===== src/rtl/wb_pkg.sv =====
// wb_pkg: shared constants and the queued-write entry type for the writeback
// arbiter. Imported by wb_queue and wb_write_arbiter.
//   QDEPTH       - auxiliary write queue depth
//   STARVE_LIMIT - consecutive starved cycles before a writeback bubble is requested
//   PC_REG       - register index that aliases the program counter
package wb_pkg;

  localparam int QDEPTH       = 4;
  localparam int STARVE_LIMIT = 8;
  localparam logic [3:0] PC_REG = 4'hF;

  // Occupancy counter width (0..QDEPTH) and slot index width.
  localparam int CW = $clog2(QDEPTH + 1);
  localparam int IW = $clog2(QDEPTH);
  // Starvation counter only needs to reach STARVE_LIMIT-1.
  localparam int SW = $clog2(STARVE_LIMIT);

  typedef struct packed {
    logic [3:0]  wa;
    logic [31:0] wd;
    logic        live;   // cleared when a younger primary write supersedes it
  } wb_entry_t;

endpackage


===== src/rtl/wb_queue.sv =====
// wb_queue: in-order queue of auxiliary register writes with kill/match logic.
// Slot 0 is always the head; a pop shifts the remaining entries down.
// Optional forwarding lookup when WB_FWD_EN is defined.
// Ports:
//   clk, reset                   - clock, synchronous active-high reset
//   push_i, push_wa_i, push_wd_i - enqueue (caller guarantees space)
//   pop_i                        - drop the head entry
//   kill_i, kill_wa_i            - clear live on queued entries targeting kill_wa_i
//   count_o                      - registered occupancy
//   head_wa_o/wd_o/live_o        - head entry contents
//   fwd_ra*_i, fwd_hit*_o, fwd_rd*_o - youngest live match lookup (WB_FWD_EN)
//   pending_o                    - per-register live-write flags, r0..r14
module wb_queue
  import wb_pkg::*;
(
  input  logic          clk,
  input  logic          reset,
  input  logic          push_i,
  input  logic [3:0]    push_wa_i,
  input  logic [31:0]   push_wd_i,
  input  logic          pop_i,
  input  logic          kill_i,
  input  logic [3:0]    kill_wa_i,
  output logic [CW-1:0] count_o,
  output logic [3:0]    head_wa_o,
  output logic [31:0]   head_wd_o,
  output logic          head_live_o,
`ifdef WB_FWD_EN
  input  logic [3:0]    fwd_ra1_i,
  input  logic [3:0]    fwd_ra2_i,
  output logic          fwd_hit1_o,
  output logic          fwd_hit2_o,
  output logic [31:0]   fwd_rd1_o,
  output logic [31:0]   fwd_rd2_o,
`endif
  output logic [14:0]   pending_o
);

  wb_entry_t         ent_q [QDEPTH];
  wb_entry_t         ent_d [QDEPTH];
  logic [CW-1:0]     cnt_q, cnt_d;
  logic [QDEPTH-1:0] vld;

  always_comb begin
    for (int i = 0; i < QDEPTH; i++) vld[i] = (i < int'(cnt_q));
  end

  // Kill first, then pop, then push: a same-edge enqueue lands after the
  // kill, so the aux result (the younger write) stays live.
  always_comb begin
    ent_d = ent_q;
    cnt_d = cnt_q;
    for (int i = 0; i < QDEPTH; i++)
      if (kill_i && vld[i] && ent_q[i].wa == kill_wa_i) ent_d[i].live = 1'b0;
    if (pop_i && cnt_q != '0) begin
      for (int i = 0; i < QDEPTH - 1; i++) ent_d[i] = ent_d[i+1];
      ent_d[QDEPTH-1] = '0;
      cnt_d = cnt_q - 1'b1;
    end
    if (push_i && cnt_d < CW'(QDEPTH)) begin
      ent_d[cnt_d[IW-1:0]] = '{wa: push_wa_i, wd: push_wd_i, live: 1'b1};
      cnt_d = cnt_d + 1'b1;
    end
  end

  always_ff @(posedge clk) begin
    if (reset) begin
      cnt_q <= '0;
      for (int i = 0; i < QDEPTH; i++) ent_q[i] <= '0;
    end else begin
      cnt_q <= cnt_d;
      ent_q <= ent_d;
    end
  end

  assign count_o     = cnt_q;
  assign head_wa_o   = ent_q[0].wa;
  assign head_wd_o   = ent_q[0].wd;
  assign head_live_o = ent_q[0].live;

  // Built from queue state only; the PC alias never shows as pending.
  always_comb begin
    pending_o = '0;
    for (int n = 0; n < 15; n++)
      for (int i = 0; i < QDEPTH; i++)
        if (vld[i] && ent_q[i].live && ent_q[i].wa == 4'(n)) pending_o[n] = 1'b1;
  end

`ifdef WB_FWD_EN
  // Ascending scan so the youngest (highest slot) match wins.
  always_comb begin
    fwd_hit1_o = 1'b0;
    fwd_rd1_o  = '0;
    fwd_hit2_o = 1'b0;
    fwd_rd2_o  = '0;
    for (int i = 0; i < QDEPTH; i++) begin
      if (vld[i] && ent_q[i].live) begin
        if (ent_q[i].wa == fwd_ra1_i && fwd_ra1_i != PC_REG) begin
          fwd_hit1_o = 1'b1;
          fwd_rd1_o  = ent_q[i].wd;
        end
        if (ent_q[i].wa == fwd_ra2_i && fwd_ra2_i != PC_REG) begin
          fwd_hit2_o = 1'b1;
          fwd_rd2_o  = ent_q[i].wd;
        end
      end
    end
  end
`endif

endmodule


===== src/rtl/wb_write_arbiter.sv =====
// wb_write_arbiter: merges the pipeline writeback port with a queue of
// auxiliary (mul/load) results onto a single register-file write port.
// Primary writes win; the queue drains when the primary port is idle.
// Writes to register 15 are redirected to the PC write port.
// Optional macro WB_FWD_EN adds a forwarding lookup into the queue.
// Ports:
//   clk, reset                      - clock, synchronous active-high reset
//   wb_we, wb_wa, wb_wd             - primary writeback request
//   aux_valid/ready, aux_wa, aux_wd - auxiliary producer handshake
//   we3, wa3, wd3                   - registered register-file write
//   pc_we, pc_wd                    - registered PC write
//   fwd_ra*, fwd_hit*, fwd_rd*      - queue forwarding (WB_FWD_EN only)
//   pending                         - r0..r14 have a live queued write
//   wb_stall                        - one-cycle bubble request after starvation
module wb_write_arbiter
  import wb_pkg::*;
(
  input  logic        clk,
  input  logic        reset,
  input  logic        wb_we,
  input  logic [3:0]  wb_wa,
  input  logic [31:0] wb_wd,
  input  logic        aux_valid,
  output logic        aux_ready,
  input  logic [3:0]  aux_wa,
  input  logic [31:0] aux_wd,
  output logic        we3,
  output logic [3:0]  wa3,
  output logic [31:0] wd3,
  output logic        pc_we,
  output logic [31:0] pc_wd,
  output logic [14:0] pending,
`ifdef WB_FWD_EN
  input  logic [3:0]  fwd_ra1,
  input  logic [3:0]  fwd_ra2,
  output logic        fwd_hit1,
  output logic        fwd_hit2,
  output logic [31:0] fwd_rd1,
  output logic [31:0] fwd_rd2,
`endif
  output logic        wb_stall
);

  logic [CW-1:0] q_cnt;
  logic [3:0]    head_wa;
  logic [31:0]   head_wd;
  logic          head_live;
  logic          nonempty, push, pop;
  logic          sel_vld;
  logic [3:0]    sel_wa;
  logic [31:0]   sel_wd;
  logic          we3_q, pc_we_q, stall_q, stall_d;
  logic [3:0]    wa3_q;
  logic [31:0]   wd3_q, pc_wd_q;
  logic [SW-1:0] scnt_q, scnt_d;

  // Ready depends only on the registered count, so a full queue stays
  // not-ready even in a cycle where the head drains.
  assign nonempty  = (q_cnt != '0);
  assign aux_ready = (q_cnt < CW'(QDEPTH));
  assign push      = aux_valid && aux_ready;
  assign pop       = !wb_we && nonempty;

  wb_queue u_queue (
    .clk         (clk),
    .reset       (reset),
    .push_i      (push),
    .push_wa_i   (aux_wa),
    .push_wd_i   (aux_wd),
    .pop_i       (pop),
    .kill_i      (wb_we),
    .kill_wa_i   (wb_wa),
    .count_o     (q_cnt),
    .head_wa_o   (head_wa),
    .head_wd_o   (head_wd),
    .head_live_o (head_live),
`ifdef WB_FWD_EN
    .fwd_ra1_i   (fwd_ra1),
    .fwd_ra2_i   (fwd_ra2),
    .fwd_hit1_o  (fwd_hit1),
    .fwd_hit2_o  (fwd_hit2),
    .fwd_rd1_o   (fwd_rd1),
    .fwd_rd2_o   (fwd_rd2),
`endif
    .pending_o   (pending)
  );

  // A killed head still takes its drain slot but issues nothing.
  always_comb begin
    sel_vld = 1'b0;
    sel_wa  = wb_wa;
    sel_wd  = wb_wd;
    if (wb_we) begin
      sel_vld = 1'b1;
    end else if (pop) begin
      sel_vld = head_live;
      sel_wa  = head_wa;
      sel_wd  = head_wd;
    end
  end

  // Counts consecutive edges where the queue was starved by the primary port.
  // The stall cycle itself always restarts the count.
  always_comb begin
    stall_d = 1'b0;
    scnt_d  = '0;
    if (!stall_q && nonempty && wb_we) begin
      if (scnt_q == SW'(STARVE_LIMIT - 1)) stall_d = 1'b1;
      else                                  scnt_d  = scnt_q + 1'b1;
    end
  end

  always_ff @(posedge clk) begin
    if (reset) begin
      we3_q   <= 1'b0;
      wa3_q   <= '0;
      wd3_q   <= '0;
      pc_we_q <= 1'b0;
      pc_wd_q <= '0;
      scnt_q  <= '0;
      stall_q <= 1'b0;
    end else begin
      we3_q   <= sel_vld && (sel_wa != PC_REG);
      pc_we_q <= sel_vld && (sel_wa == PC_REG);
      if (sel_vld && sel_wa != PC_REG) begin
        wa3_q <= sel_wa;
        wd3_q <= sel_wd;
      end
      if (sel_vld && sel_wa == PC_REG) pc_wd_q <= sel_wd;
      scnt_q  <= scnt_d;
      stall_q <= stall_d;
    end
  end

  assign we3      = we3_q;
  assign wa3      = wa3_q;
  assign wd3      = wd3_q;
  assign pc_we    = pc_we_q;
  assign pc_wd    = pc_wd_q;
  assign wb_stall = stall_q;

endmodule


===== config.mk =====
export PLATFORM = sky130hd
export DESIGN_NAME = wb_write_arbiter
export DESIGN_NICKNAME = d
export VERILOG_FILES = /design/src/rtl/wb_pkg.sv /design/src/rtl/wb_queue.sv /design/src/rtl/wb_write_arbiter.sv
export SDC_FILE = /design/constraint.sdc
export NUM_CORES = 1
export LEC_CHECK = 0
export CORE_MARGIN = 3
export CORE_UTILIZATION = 38
export DETAILED_ROUTE_END_ITERATION = 10
export PLACE_DENSITY = 0.71
export SLEW_MARGIN = 5
export SYNTH_ARGS = -nofsm -noshare
export SYNTH_HDL_FRONTEND = slang
export SYNTH_SLANG_ARGS = --single-unit

===== constraint.sdc =====
create_clock -name clk -period 3.4 [get_ports clk]
set_input_delay 0.68 -clock clk [delete_from_list [all_inputs] [get_ports clk]]
set_output_delay 0.68 -clock clk [all_outputs]
set_load 0.05 [all_outputs]

==> flow_metrics.env <==
export IMPL_critical_path_reg2reg_startpoint="u_queue.count_o[0]"
export IMPL_worst_voltage_drop_across_the_vdd_grid_v=0.0004472
export IMPL_root_buffer="sky130_fd_sc_hd__clkbuf_16"
export IMPL_worst_hold_startpoint="scnt_q[0]"
export IMPL_startpoint="u_queue.count_o[1]"
export IMPL_met1Wirelength_um=13820
export IMPL_finalHoldWorstSlack_ns=0.4227
export IMPL_hold_viol=0
export IMPL_synth_ff_type="sky130_fd_sc_hd__dfxtp_1"
export IMPL_slowest_stage="sky130_fd_sc_hd__or3b_2"
export IMPL_fin_crit_sh=0.9695
export IMPL_ant_nets=0
export IMPL_worstHoldPathCells=1
export IMPL_leakage_nw=4.546
export IMPL_global_route_usage_total=0.1935
export IMPL_period_minus_slack_ns=3.296
export IMPL_routed_wl_met2_um=13120
export IMPL_synth_top_family_by_area="simple AND/OR/NAND/NOR gates"
export IMPL_report_final_setup_viol=0
export IMPL_grt_max_degree=116
export IMPL_path_class="reg2out"
export IMPL_post_synth_cell_area_avg_um2=8.384
export IMPL_timing_reg2reg_worst_path_depth=11
export IMPL_dpl_cell_count=1647
export IMPL_initial_core_utilization=0.3921
export IMPL_synthesis_nets=1321
export IMPL_worst_setup_path_end_kind="primary output"
export IMPL_grt_pass1_vias=8747
export IMPL_nets=1423
export IMPL_highest_signal_layer="met4"
export IMPL_slew_viol_final=0
export IMPL_timing_slew_headroom=0.5520
export IMPL_postSynthRegisterBits=225
export IMPL_yosys_cell_types_count=55
export IMPL_rsz0062_at_grt="false"
export IMPL_viasPerCell=5.567
export IMPL_io_pins=163
export IMPL_synth_warning_count=0
export IMPL_core_region_area_um2=26430
export IMPL_worst_slew_pin_transition_ns=0.6705
export IMPL_numClockSinks=225
export IMPL_hpwlAfterDp_um=19710
export IMPL_max_cap_viols=0
export IMPL_r2r_slack_ns=0.56
export IMPL_stdcell_count=1691
export IMPL_post_route_drc_count=0
export IMPL_cp_launch_type="flip-flop"
export IMPL_aggregate_global_routing_overflow=0
export IMPL_antenna_found_initial=2
export IMPL_dieArea_um2=29290
export IMPL_totalWireLength_um=29680
export IMPL_detailedRoute_firstPassIterationCount=7
export IMPL_required_time_reported_for_the_critical_path_endpoint_ns=2.72
export IMPL_clkTransAtPathRegs_ns=0.06
export IMPL_number_of_synthesized_flops_with_an_enable_pin=0
export IMPL_met3WireLength_um=2125
export IMPL_min_delay_path_class="reg2reg"
export IMPL_flow_area_growth_from_synthesis_pct=24.75
export IMPL_status="finished, final reports clean"
export IMPL_min_delay_worst_endpoint="scnt_q[0]"
export IMPL_layout_drive_gt1_share=0.09165
export IMPL_cts_repair_timing_setup_buffer_count=0
export IMPL_fmax_ghz=0.3034
export IMPL_placement_io_buffers=162
export IMPL_detailroute_via_count=9413
export IMPL_die_y_um=171.1
export IMPL_synthSimpleGateAreaFrac=0.2324
export IMPL_synth_xor_area_frac=0.01739
export IMPL_powerDensity_nw_per_um2=785.0
export IMPL_async_set_or_reset_register_ratio_after_synthesis=0
export IMPL_synth_compound_area_share=0.2057
export IMPL_final_setup_tns_ns=0
export IMPL_final_setup_worst_slack_ns=0.1036
export IMPL_clock_tree_htree_level_count=1
export IMPL_grt_pass1_wl_um=47100
export IMPL_r2r_end="u_queue.head_wd_o[20]"
export IMPL_num_rows=59
export IMPL_syn_cell_area_um2=10360
export IMPL_worstPathCellList="inv_1 -> ha_1 -> o21ba_2 -> o21ai_0 -> or3b_2 -> o211ai_1 -> buf_12"
export IMPL_synth_seq_area_share=0.4347
export IMPL_tritoncts_clock_tree="done"
export IMPL_fillerInstances=2458
export IMPL_gp_congestion=0.8935
export IMPL_dp_slack_ns=0.3764
export IMPL_netlist_instances=1236
export IMPL_dr_first_iter_drc_count=841
export IMPL_tritoncts_num_buffers=24
export IMPL_clockBufferDepth=3
export IMPL_crit_path_max_fanout=6
export IMPL_route_detailed_wl_per_inst_um=17.55
export IMPL_arrival_ns=2.62
export IMPL_die_width_um=171.1
export IMPL_yosys_mux_area_fraction=0.03091
export IMPL_share_of_synthesized_cell_area_in_full_adder_half_adder_and_majority_cells=0.01087
export IMPL_slowest_delay_ns=0.55
export IMPL_worst_skew_pair_late_latency_ns=0.51
export IMPL_final_core_util=0.4892
export IMPL_fin_clk_skew_ns=0.007873
[flip-flops by register name, summed over array words and instances, names as in the netlist]
register / count
pc_wd: 32
pc_we: 1
scnt_q: 3
u_queue.count_o: 3
u_queue.ent_q: 111
u_queue.head_live_o: 1
u_queue.head_wa_o: 4
u_queue.head_wd_o: 32
wa3: 4
wb_stall: 1
wd3: 32
we3: 1
[final cells by class]
class | instances | area, um2 | area share
Antenna cell | 3 | 7.507 | 0.0005807
Clock buffer | 34 | 719.4 | 0.05565
Clock inverter | 7 | 85.08 | 0.006581
Inverter | 6 | 22.52 | 0.001742
Multi-Input combinational cell | 882 | 5176 | 0.4004
Sequential cell | 225 | 4507 | 0.3486
Tap cell | 335 | 419.2 | 0.03242
Timing Repair Buffer | 199 | 1991 | 0.1540
[cells by family (layout without fill, tap and decap cells)]
family / Yosys count / count (layout)
compound gates: 260 / 260
xor+xnor: 19 / 19
fa+ha+maj: 9 / 9
buf+inv: 129 / 246
flops: 225 / 225
mux: 32 / 32
other cells: 0 / 3
simple gates: 562 / 562
[what timing repair did]
action / CTS / global route
gates cloned: 0 / 0
hold buffers: 0 / 0
gates resized for setup: 2 / 2
pin swaps: 0 / 1
endpoints found under the setup margin: 2 / 6
[cells in the mapped netlist, types with 4 or more instances]
cell type | count | area, um2
sky130_fd_sc_hd__nand2_1 | 275 | 1032
sky130_fd_sc_hd__inv_1 | 6 | 22.52
sky130_fd_sc_hd__o311ai_0 | 4 | 35.03
sky130_fd_sc_hd__ha_1 | 9 | 112.6
sky130_fd_sc_hd__nor2b_1 | 16 | 100.1
sky130_fd_sc_hd__nand3_1 | 43 | 215.2
sky130_fd_sc_hd__buf_1 | 4 | 15.01
sky130_fd_sc_hd__clkbuf_1 | 46 | 172.7
sky130_fd_sc_hd__dfxtp_1 | 225 | 4504
sky130_fd_sc_hd__a311oi_1 | 95 | 832.1
sky130_fd_sc_hd__nor2_1 | 155 | 581.8
sky130_fd_sc_hd__buf_6 | 17 | 191.4
sky130_fd_sc_hd__buf_4 | 9 | 67.56
sky130_fd_sc_hd__buf_2 | 47 | 235.2
sky130_fd_sc_hd__xor2_1 | 7 | 61.31
sky130_fd_sc_hd__o211ai_1 | 12 | 90.09
sky130_fd_sc_hd__nor3b_1 | 4 | 30.03
sky130_fd_sc_hd__mux2i_1 | 32 | 320.3
sky130_fd_sc_hd__nand2b_1 | 5 | 31.28
sky130_fd_sc_hd__a21oi_1 | 40 | 200.2
sky130_fd_sc_hd__a22oi_1 | 7 | 52.55
sky130_fd_sc_hd__a311oi_2 | 17 | 255.2
sky130_fd_sc_hd__a211oi_1 | 65 | 488.0
sky130_fd_sc_hd__xnor2_1 | 11 | 96.34
sky130_fd_sc_hd__nor3_1 | 38 | 190.2
[layer usage]
layer	vias to the layer above	track usage
met4	0	0.05423
li1	4592	-
met2	305	0.3005
met5	-	0
met1	4475	0.2785
met3	41	0.03189
[power by group]
group / internal, mW / switching (mW)
sequential: 3.32 / 0.576
combinational: 1.30 / 2.29
clock: 1.61 / 1.04
total: 6.24 / 3.91
[per-stage QoR]
| stage | total power, mW | instance area [um2] |
|---|---|---|
| final | 10.15 | 12930 |
| after global routing | 10.72 | 12920 |
| after CTS | 10.18 | 12920 |
| after detailed placement | 7.505 | 12120 |
| after global placement | 7.437 | 12120 |
| after floorplan | 6.494 | 10360 |
[critical path: cells and delay by family (launching register included)]
family,cells,cell delay [ns]
flip-flops,1,0.41
AND/OR/NAND/NOR,1,0.55
adder cells (fa/ha/maj),1,0.18
buffers and inverters,2,0.28
AO/OA/AOI/OAI,3,0.67
[cell usage in the layout, fill, tap and decap left out, types with 4 or more instances in the layout]
master                            count
sky130_fd_sc_hd__a211oi_1            65
sky130_fd_sc_hd__a21oi_1             40
sky130_fd_sc_hd__a22oi_1              7
sky130_fd_sc_hd__a311oi_1            95
sky130_fd_sc_hd__a311oi_2            17
sky130_fd_sc_hd__buf_12              10
sky130_fd_sc_hd__buf_4               40
sky130_fd_sc_hd__clkbuf_16           25
sky130_fd_sc_hd__clkbuf_8             6
sky130_fd_sc_hd__clkdlybuf4s50_1    146
sky130_fd_sc_hd__clkinv_2             5
sky130_fd_sc_hd__dfxtp_1            223
sky130_fd_sc_hd__ha_1                 9
sky130_fd_sc_hd__inv_1                6
sky130_fd_sc_hd__mux2i_1             32
sky130_fd_sc_hd__nand2_1            274
sky130_fd_sc_hd__nand2b_1             5
sky130_fd_sc_hd__nand3_1             43
sky130_fd_sc_hd__nor2_1             154
sky130_fd_sc_hd__nor2b_1             16
sky130_fd_sc_hd__nor3_1              38
sky130_fd_sc_hd__nor3b_1              4
sky130_fd_sc_hd__o211ai_1            12
sky130_fd_sc_hd__o311ai_0             4
sky130_fd_sc_hd__xnor2_1             11
sky130_fd_sc_hd__xor2_1               7
[how the worst max path moves through the flow]
stage / end / cells after the start
after floorplan: pending[1] / 6
after global placement: pending[8] / 8
after detailed placement: pending[8] / 8
after CTS: pending[1] / 7
after global routing: pending[1] / 7
final: pending[1] / 7
Note: power is estimated with default switching activity, not from simulation.
